$ cat src/rtl/bank_write_router.sv
// bank_write_router: merges AU results, a range-fill engine and a buffered
// external write queue onto the single Data Bank write port.
// The three sources are served in fixed priority: AU first, then fill, then queue.
// Ports:
//   clk, rst_n             clock and async active-low reset
//   DATA_IN, DIR,
//   ext_valid / ext_ready  external write queue input; DIR also feeds dirb
//   result, ctl_a,
//   res_valid              AU write; it is never stalled
//   ctl_b, sel_dirb        read address select; dirb is combinational
//   fill_start, fill_ones,
//   fill_lo, fill_hi       range-fill request
//   fill_busy              the fill engine is active
//   ext_level              queue occupancy
//   READY                  no fill, queue empty and no write in flight
//   data, dira, write      registered Data Bank write port
module bank_write_router #(
  parameter int unsigned W     = 24,
  parameter int unsigned ADDRW = 5,
  parameter int unsigned DEPTH = 4
) (
  input  logic                       clk,
  input  logic                       rst_n,
  input  logic [W-1:0]               DATA_IN,
  input  logic [ADDRW-1:0]           DIR,
  input  logic                       ext_valid,
  output logic                       ext_ready,
  input  logic [W-1:0]               result,
  input  logic [ADDRW-1:0]           ctl_a,
  input  logic                       res_valid,
  input  logic [ADDRW-1:0]           ctl_b,
  input  logic                       sel_dirb,
  input  logic                       fill_start,
  input  logic                       fill_ones,
  input  logic [ADDRW-1:0]           fill_lo,
  input  logic [ADDRW-1:0]           fill_hi,
  output logic                       fill_busy,
  output logic [$clog2(DEPTH):0]     ext_level,
  output logic                       READY,
  output logic [W-1:0]               data,
  output logic [ADDRW-1:0]           dira,
  output logic [ADDRW-1:0]           dirb,
  output logic                       write
);

  localparam int unsigned PTRW = $clog2(DEPTH);
  localparam int unsigned LVLW = PTRW + 1;

  typedef enum logic {IDLE = 1'b0, FILL = 1'b1} state_e;

  state_e           state_q, state_d;
  logic [ADDRW-1:0] cnt_q, cnt_d;
  logic [ADDRW-1:0] hi_q, hi_d;
  logic             ones_q, ones_d;
  logic [PTRW-1:0]  wptr_q, wptr_d;
  logic [PTRW-1:0]  rptr_q, rptr_d;
  logic [LVLW-1:0]  level_q, level_d;
  logic [W-1:0]     mem_data_q [DEPTH];
  logic [W-1:0]     mem_data_d [DEPTH];
  logic [ADDRW-1:0] mem_dir_q  [DEPTH];
  logic [ADDRW-1:0] mem_dir_d  [DEPTH];
  logic             write_q, write_d;
  logic [W-1:0]     data_q, data_d;
  logic [ADDRW-1:0] dira_q, dira_d;
  logic             push, pop;

  // Arbitration, the fill FSM and the queue bookkeeping
  always_comb begin
    state_d    = state_q;
    cnt_d      = cnt_q;
    hi_d       = hi_q;
    ones_d     = ones_q;
    wptr_d     = wptr_q;
    rptr_d     = rptr_q;
    mem_data_d = mem_data_q;
    mem_dir_d  = mem_dir_q;
    write_d    = 1'b0;
    data_d     = data_q;
    dira_d     = dira_q;
    pop        = 1'b0;
    // A full queue refuses the push even if it pops in the same cycle
    push       = ext_valid && (level_q != LVLW'(DEPTH));

    if (res_valid) begin
      write_d = 1'b1;
      data_d  = result;
      dira_d  = ctl_a;
    end else if (state_q == FILL) begin
      write_d = 1'b1;
      data_d  = {W{ones_q}};
      dira_d  = cnt_q;
    end else if (level_q != '0) begin
      pop     = 1'b1;
      write_d = 1'b1;
      data_d  = mem_data_q[rptr_q];
      dira_d  = mem_dir_q[rptr_q];
    end

    case (state_q)
      IDLE: begin
        if (fill_start && (fill_lo <= fill_hi)) begin
          state_d = FILL;
          cnt_d   = fill_lo;
          hi_d    = fill_hi;
          ones_d  = fill_ones;
        end
      end
      FILL: begin
        // The fill ends by comparing against hi, so the counter never wraps
        if (!res_valid) begin
          if (cnt_q == hi_q) state_d = IDLE;
          else               cnt_d   = cnt_q + ADDRW'(1);
        end
      end
      default: state_d = IDLE;
    endcase

    if (push) begin
      mem_data_d[wptr_q] = DATA_IN;
      mem_dir_d[wptr_q]  = DIR;
      wptr_d             = wptr_q + PTRW'(1);
    end
    if (pop) rptr_d = rptr_q + PTRW'(1);
    level_d = level_q + LVLW'(push) - LVLW'(pop);
  end

  // State registers
  always_ff @(posedge clk or negedge rst_n) begin
    if (!rst_n) begin
      state_q <= IDLE;
      cnt_q   <= '0;
      hi_q    <= '0;
      ones_q  <= 1'b0;
      wptr_q  <= '0;
      rptr_q  <= '0;
      level_q <= '0;
      write_q <= 1'b0;
      data_q  <= '0;
      dira_q  <= '0;
      for (int i = 0; i < int'(DEPTH); i++) begin
        mem_data_q[i] <= '0;
        mem_dir_q[i]  <= '0;
      end
    end else begin
      state_q    <= state_d;
      cnt_q      <= cnt_d;
      hi_q       <= hi_d;
      ones_q     <= ones_d;
      wptr_q     <= wptr_d;
      rptr_q     <= rptr_d;
      level_q    <= level_d;
      write_q    <= write_d;
      data_q     <= data_d;
      dira_q     <= dira_d;
      mem_data_q <= mem_data_d;
      mem_dir_q  <= mem_dir_d;
    end
  end

  assign write     = write_q;
  assign data      = data_q;
  assign dira      = dira_q;
  assign fill_busy = (state_q == FILL);
  assign ext_level = level_q;
  assign ext_ready = (level_q != LVLW'(DEPTH));
  assign READY     = (state_q == IDLE) && (level_q == '0) && !write_q;
  assign dirb      = sel_dirb ? DIR : ctl_b;

endmodule

$ cat config.mk
export PLATFORM = sky130hd
export DESIGN_NAME = bank_write_router
export DESIGN_NICKNAME = d
export VERILOG_FILES = /design/src/rtl/bank_write_router.sv
export SDC_FILE = /design/constraint.sdc
export NUM_CORES = 1
export LEC_CHECK = 0
export ABC_AREA = 1
export BUFFER_PORTS_ARGS = -buffer_cell sky130_fd_sc_hd__buf_2
export CORE_ASPECT_RATIO = 1.5
export CORE_UTILIZATION = 61
export CTS_BUF_LIST = sky130_fd_sc_hd__clkbuf_4 sky130_fd_sc_hd__clkbuf_8 sky130_fd_sc_hd__clkbuf_16
export CTS_CLUSTER_SIZE = 8
export DETAILED_ROUTE_END_ITERATION = 8
export GPL_ROUTABILITY_DRIVEN = 0
export GPL_TIMING_DRIVEN = 1
export PLACE_DENSITY = 0.87
export REMOVE_ABC_BUFFERS = 1
export SLEW_MARGIN = 20
export SYNTH_ARGS = -nofsm -noshare
export SYNTH_HDL_FRONTEND = slang
export SYNTH_SLANG_ARGS = --single-unit
$ cat constraint.sdc
create_clock -name clk -period 3.3 [get_ports clk]
set_input_delay 0.33 -clock clk [delete_from_list [all_inputs] [get_ports clk]]
set_output_delay 0.33 -clock clk [all_outputs]
set_load 0.1 [all_outputs]
* Yosys cells after proc, flatten, opt, wreduce, memory -nomap -nowiden
Index checks and enable logic that the tools add are counted.
** Word-level totals
- Bits in registers :: 165
** Cells by class
- Bitwise operators :: 3
- Add/sub/neg operators :: 5
- Muxes and demuxes :: 32
- Equality and inequality tests :: 5
- Reduce and logical (&&, ||, !) cells :: 11
- Magnitude comparators :: 4
** Operator list (count)
- $mux W24 :: 6
- $bwmux W96 :: 1
- $mux W5 :: 10
- $bmux W24 S2 :: 1
- $demux W24 S2 :: 1
- $bwmux W20 :: 1
- $bmux W5 S2 :: 1
- $demux W5 S2 :: 1
- $pmux W5 S2 :: 1
- $mux W1 :: 8
- $ge A3 B3 Y1 const B :: 2
- $ne A2 B2 Y1 const B :: 3
- $not A2 Y3 :: 2
- $reduce_bool A3 Y1 :: 2
- $add A5 B1 Y5 const B :: 1
- $eq A5 B5 Y1 :: 1
- $le A5 B5 Y1 :: 1
- $logic_and A1 B1 Y1 :: 5
- $add A2 B1 Y2 const B :: 2
- $add A3 B1 Y3 :: 1
- $logic_not A3 Y1 :: 1
- $lt A3 B1 Y1 const B :: 1
- $ne A3 B3 Y1 const B :: 1
- $reduce_and A3 Y1 :: 1
- 5 further kinds :: 5

* Depth between registers and ports, before layout
- Word-level depth :: 7
- Mapped depth :: 12

* Worst setup path before layout
OpenSTA, ideal clock, no wires.
- Path type :: reg-to-output
- Start point :: register level_q[1] (netlist: ext_level[1])
- End point :: output port READY
- Setup slack :: 0.393 ns
- Cell stages (with the launch flop) :: 4
- Data arrival time :: 2.577 ns
- Cells stage by stage :: dfrtp_1 > nor3_4 > nand2_1 > nor2_1
** On the way
- Cells in the longest elaborated chain, start to end :: 3
** RTL lines
- start, declared :: RTL line 57 : logic [LVLW-1:0] level_q, level_d;
- start signal, assigned :: RTL line 151 : level_q <= level_d;
- $logic_not A3 Y1 :: RTL line 166 : assign READY = (state_q == IDLE) && (level_q == '0) && !write_q;
- $logic_and A1 B1 Y1 (2 in a row) :: RTL line 166
- end, declared :: RTL line 39 : output logic READY,
No other way between the ends.

* Worst setup path after layout
- Start point :: register state_q (netlist: fill_busy)
- End point :: output port READY
** On the way
- Cells in the longest elaborated chain, start to end :: 3
** RTL lines
- start, declared :: RTL line 51 : state_e state_q, state_d;
- start signal, assigned :: RTL line 145 : state_q <= state_d;
- $not A1 Y1
- $logic_and A1 B1 Y1 (2 in a row) :: RTL line 166
No other way between the ends.

==> impl_metrics.csv <==
group,metric,value,unit
min_path,hold_class,"in -> reg",
timing,max_slew_margin,0.290,
timing,fin_skew,0.0106,ns
clocking,cts.htree.levels,4,
min_path,holdPathEnd,"ones_q",
clocking,clk_path_buf_depth,2,
placed_design,dpl-instance-area,8220,µm²
critical_path,ff2ff_setup_slack,1.17,ns
synthesis,synthCells,905,
global_routing,grt_pass1_vias,6927,
die,coreArea,12100,µm²
die,rows,49,
final_layout,syn2layout_area_growth,14.6,%
critical_path,worstSetupStartpointType,"flip-flop",
synthesis,yosysSeqAreaShare,0.536,
critical_path,path_delay_family,"buffers and inverters",
timing,min_period,2.21,ns
route,vias,6900,
timing,finalHoldViolCount,0,
critical_path,worstSetupPathType,"reg -> out",
global_routing,grt_pass1_wl,32.3,mm
final_layout,mostFrequentLayoutCells,"nand2_1, dfrtp_1, buf_2, o21ai_0, nor2_1",
placed_design,post-place-ws,1.16,ns
critical_path,crit_buf_inv,3,
die,die_x,93.7,µm
clocking,postCtsSetupBuffers,0,
flow_run,maxCapViolCount,0,
pwr,total_power,9.65,mW
route,first_iter_violations,708,
clocking,clkTransAtPathRegs,0.07,ns
final_layout,multi_input_area,3010,µm²
timing,report.final.slew_viol_count,0,
final_layout,n_antenna_cell,0,
clocking,root_buffer,"clkbuf_16",
pwr,p_sw,4.46,mW
timing,rsz0062_at_grt,"no",
die,fp.dieH,140,µm
final_layout,final_cell_area,8820,µm²
critical_path,path_max_fanout,14,
pwr,p_clk_frac,0.203,
pwr,p_int,5.18,mW
final_layout,final_nets,1088,
critical_path,worstReg2RegEnd,"ext_level[2]",
critical_path,rr_startpoint,"ext_level[2]",
timing,worst_slew_pin_slew,1.06,ns
pwr,combinationalPowerShare,0.438,
min_path,holdPathStages,3,
route,viasPerCell,5.94,
critical_path,required,2.97,ns
timing,postLayoutSetupSlackWorst,1.09,ns
final_layout,fillers,919,
timing,fmax,452,MHz
final_layout,layout_commonest_cell,"nand2_1",
die,die-area,13100,µm²
synthesis,ys_ff_latch,165,
placed_design,place_hpwl,11.5,mm
pwr,power_density,1090,nW/µm²
synthesis,synth_cell_types,32,
critical_path,crit_path_end_kind,"output port",
clocking,cts_buffers,17,
synthesis,syn_avg_cell_area,8.51,µm²
synthesis,synth_area_leaders,"dfrtp_1, nand2_1, o21ai_0",
pwr,leakage,4.41,nW
final_layout,drive_above_1_share,0.172,
global_routing,grt_usage,0.320,
route,wl_per_cell,17.2,µm
clocking,cts_tree,"built",
critical_path,r2r.worst_path.cells,7,
synthesis,netlist.area_leader.share,0.536,
critical_path,crit_path_max_incr_delay,0.43,ns
global_routing,grt_start_max_net_pins,71,
critical_path,crit_arrival,1.88,ns
synthesis,syn-cell-area,7700,µm²
timing,holdWs,0.143,ns
die,ios,121,
min_path,min_from,"fill_ones",
run_status,status,"complete, no violations",
timing,finalCritPeriodShare,0.671,
timing,final.setup.tns,0,ns
synthesis,yosys_warnings,0,
final_layout,seq_area,4130,µm²
placed_design,numPortBuffers,120,
die,initial_core_util,0.634,
synthesis,yosys.area.top_type,"dfrtp_1",
clocking,cts_sinks,165,
route,totalWireLength,20.0,mm
pwr,switching_share,0.463,
route,ant_nets,0,
route,firstDrtPassIters,5,
clocking,clk_latency,0.43,ns
global_routing,antenna_found_initial,0,
critical_path,path_cells,"buf_4 -> inv_1 -> nand2_1 -> nor2_1 -> buf_2",
timing,setup_violations,0,
route,drc,0,
pwr,power_frac_seq,0.359,
pwr,ir_worst_vdd,0.604,mV
critical_path,crit_path_top_delay_cell,"buf_2",
global_routing,gr-total-overflow,0,
-- metrics by stage --
stage	cells	utilization
after CTS	1161	0.727
after global routing	1161	0.727
after detailed placement	1128	0.677
final	1161	0.727
after floorplan	848	-
after global placement	1128	0.677
-- final cells by class --
class / instances / area share
clock buffer: 20 / 0.0522
clock inverter: 12 / 0.0146
inverter: 56 / 0.0247
multi-input combinational: 627 / 0.341
sequential: 165 / 0.468
tap: 153 / 0.0217
timing repair buffer: 128 / 0.0773
-- power groups by stage --
stage          registers [mW]  logic, mW  clock network, mW
2_1_floorplan            4.53       1.99                  0
3_3_place_gp             3.40       4.00                  0
3_5_place_dp             3.44       4.11                  0
4_1_cts                  3.44       4.20               1.97
5_1_grt                  3.55       4.59               2.06
6_report                 3.46       4.22               1.96
-- logic make-up (layout without fill, tap and decap cells) --
logic type,after synthesis,in the layout,synth area share
compound gates,271,271,0.183
xor+xnor,6,6,0.00683
fa+ha+maj,13,13,0.0221
buf+inv,113,216,0.0735
flops,165,165,0.536
simple gates,337,337,0.178
-- synthesized netlist by cell type (all sizes together) --
cell	instances
a21boi	1
a21oi	54
a31oi	1
buf	26
clkbuf	31
dfrtp	165
fa	1
ha	12
inv	56
nand2	218
nand3	20
nand3b	2
nand4	1
nor2	94
nor3	2
o211ai	1
o21ai	183
o21bai	1
o221ai	3
o22ai	27
xnor2	2
xor2	4
-- repair_timing --
action / in CTS / in global routing
hold endpoints to repair: 52 / 0
hold buffers: 1 / 0
resized for setup: 0 / 0
endpoints found under the setup margin: 0 / 0
-- per-layer routing --
layer | up-vias | wire length (µm) | global-route usage
li1 | 3169 | - | -
met1 | 3290 | 7590 | 0.382
met2 | 364 | 10100 | 0.534
met3 | 77 | 1380 | 0.0628
met4 | 0 | 895 | 0.182
met5 | - | 0 | 0
-- tightest hold or removal path, stage by stage --
cell and delay, ns:
buf_2 0.08, nand3_1 0.06, nand2_1 0.06
-- registers in the layout (all words and copies together) (netlist names) --
name	count
mem_dir_q	20
mem_data_q	96
dira	5
ext_level	3
rptr_q	2
data	24
cnt_q	5
hi_q	5
write	1
ones_q	1
wptr_q	2
fill_busy	1
-- worst max-delay path by stage --
stage,slack [ns],endpoint,startpoint,cells past startpoint
global placement,1.22,ext_level[2],ext_level[2],7
finish,1.09,READY,fill_busy,5
floorplan,0.25,data[0],fill_busy,5
global route,1.01,READY,fill_busy,5
detailed placement,1.16,ext_level[2],ext_level[2],7
CTS,1.08,READY,fill_busy,5
Note: power is estimated with default switching activity, not from simulation.
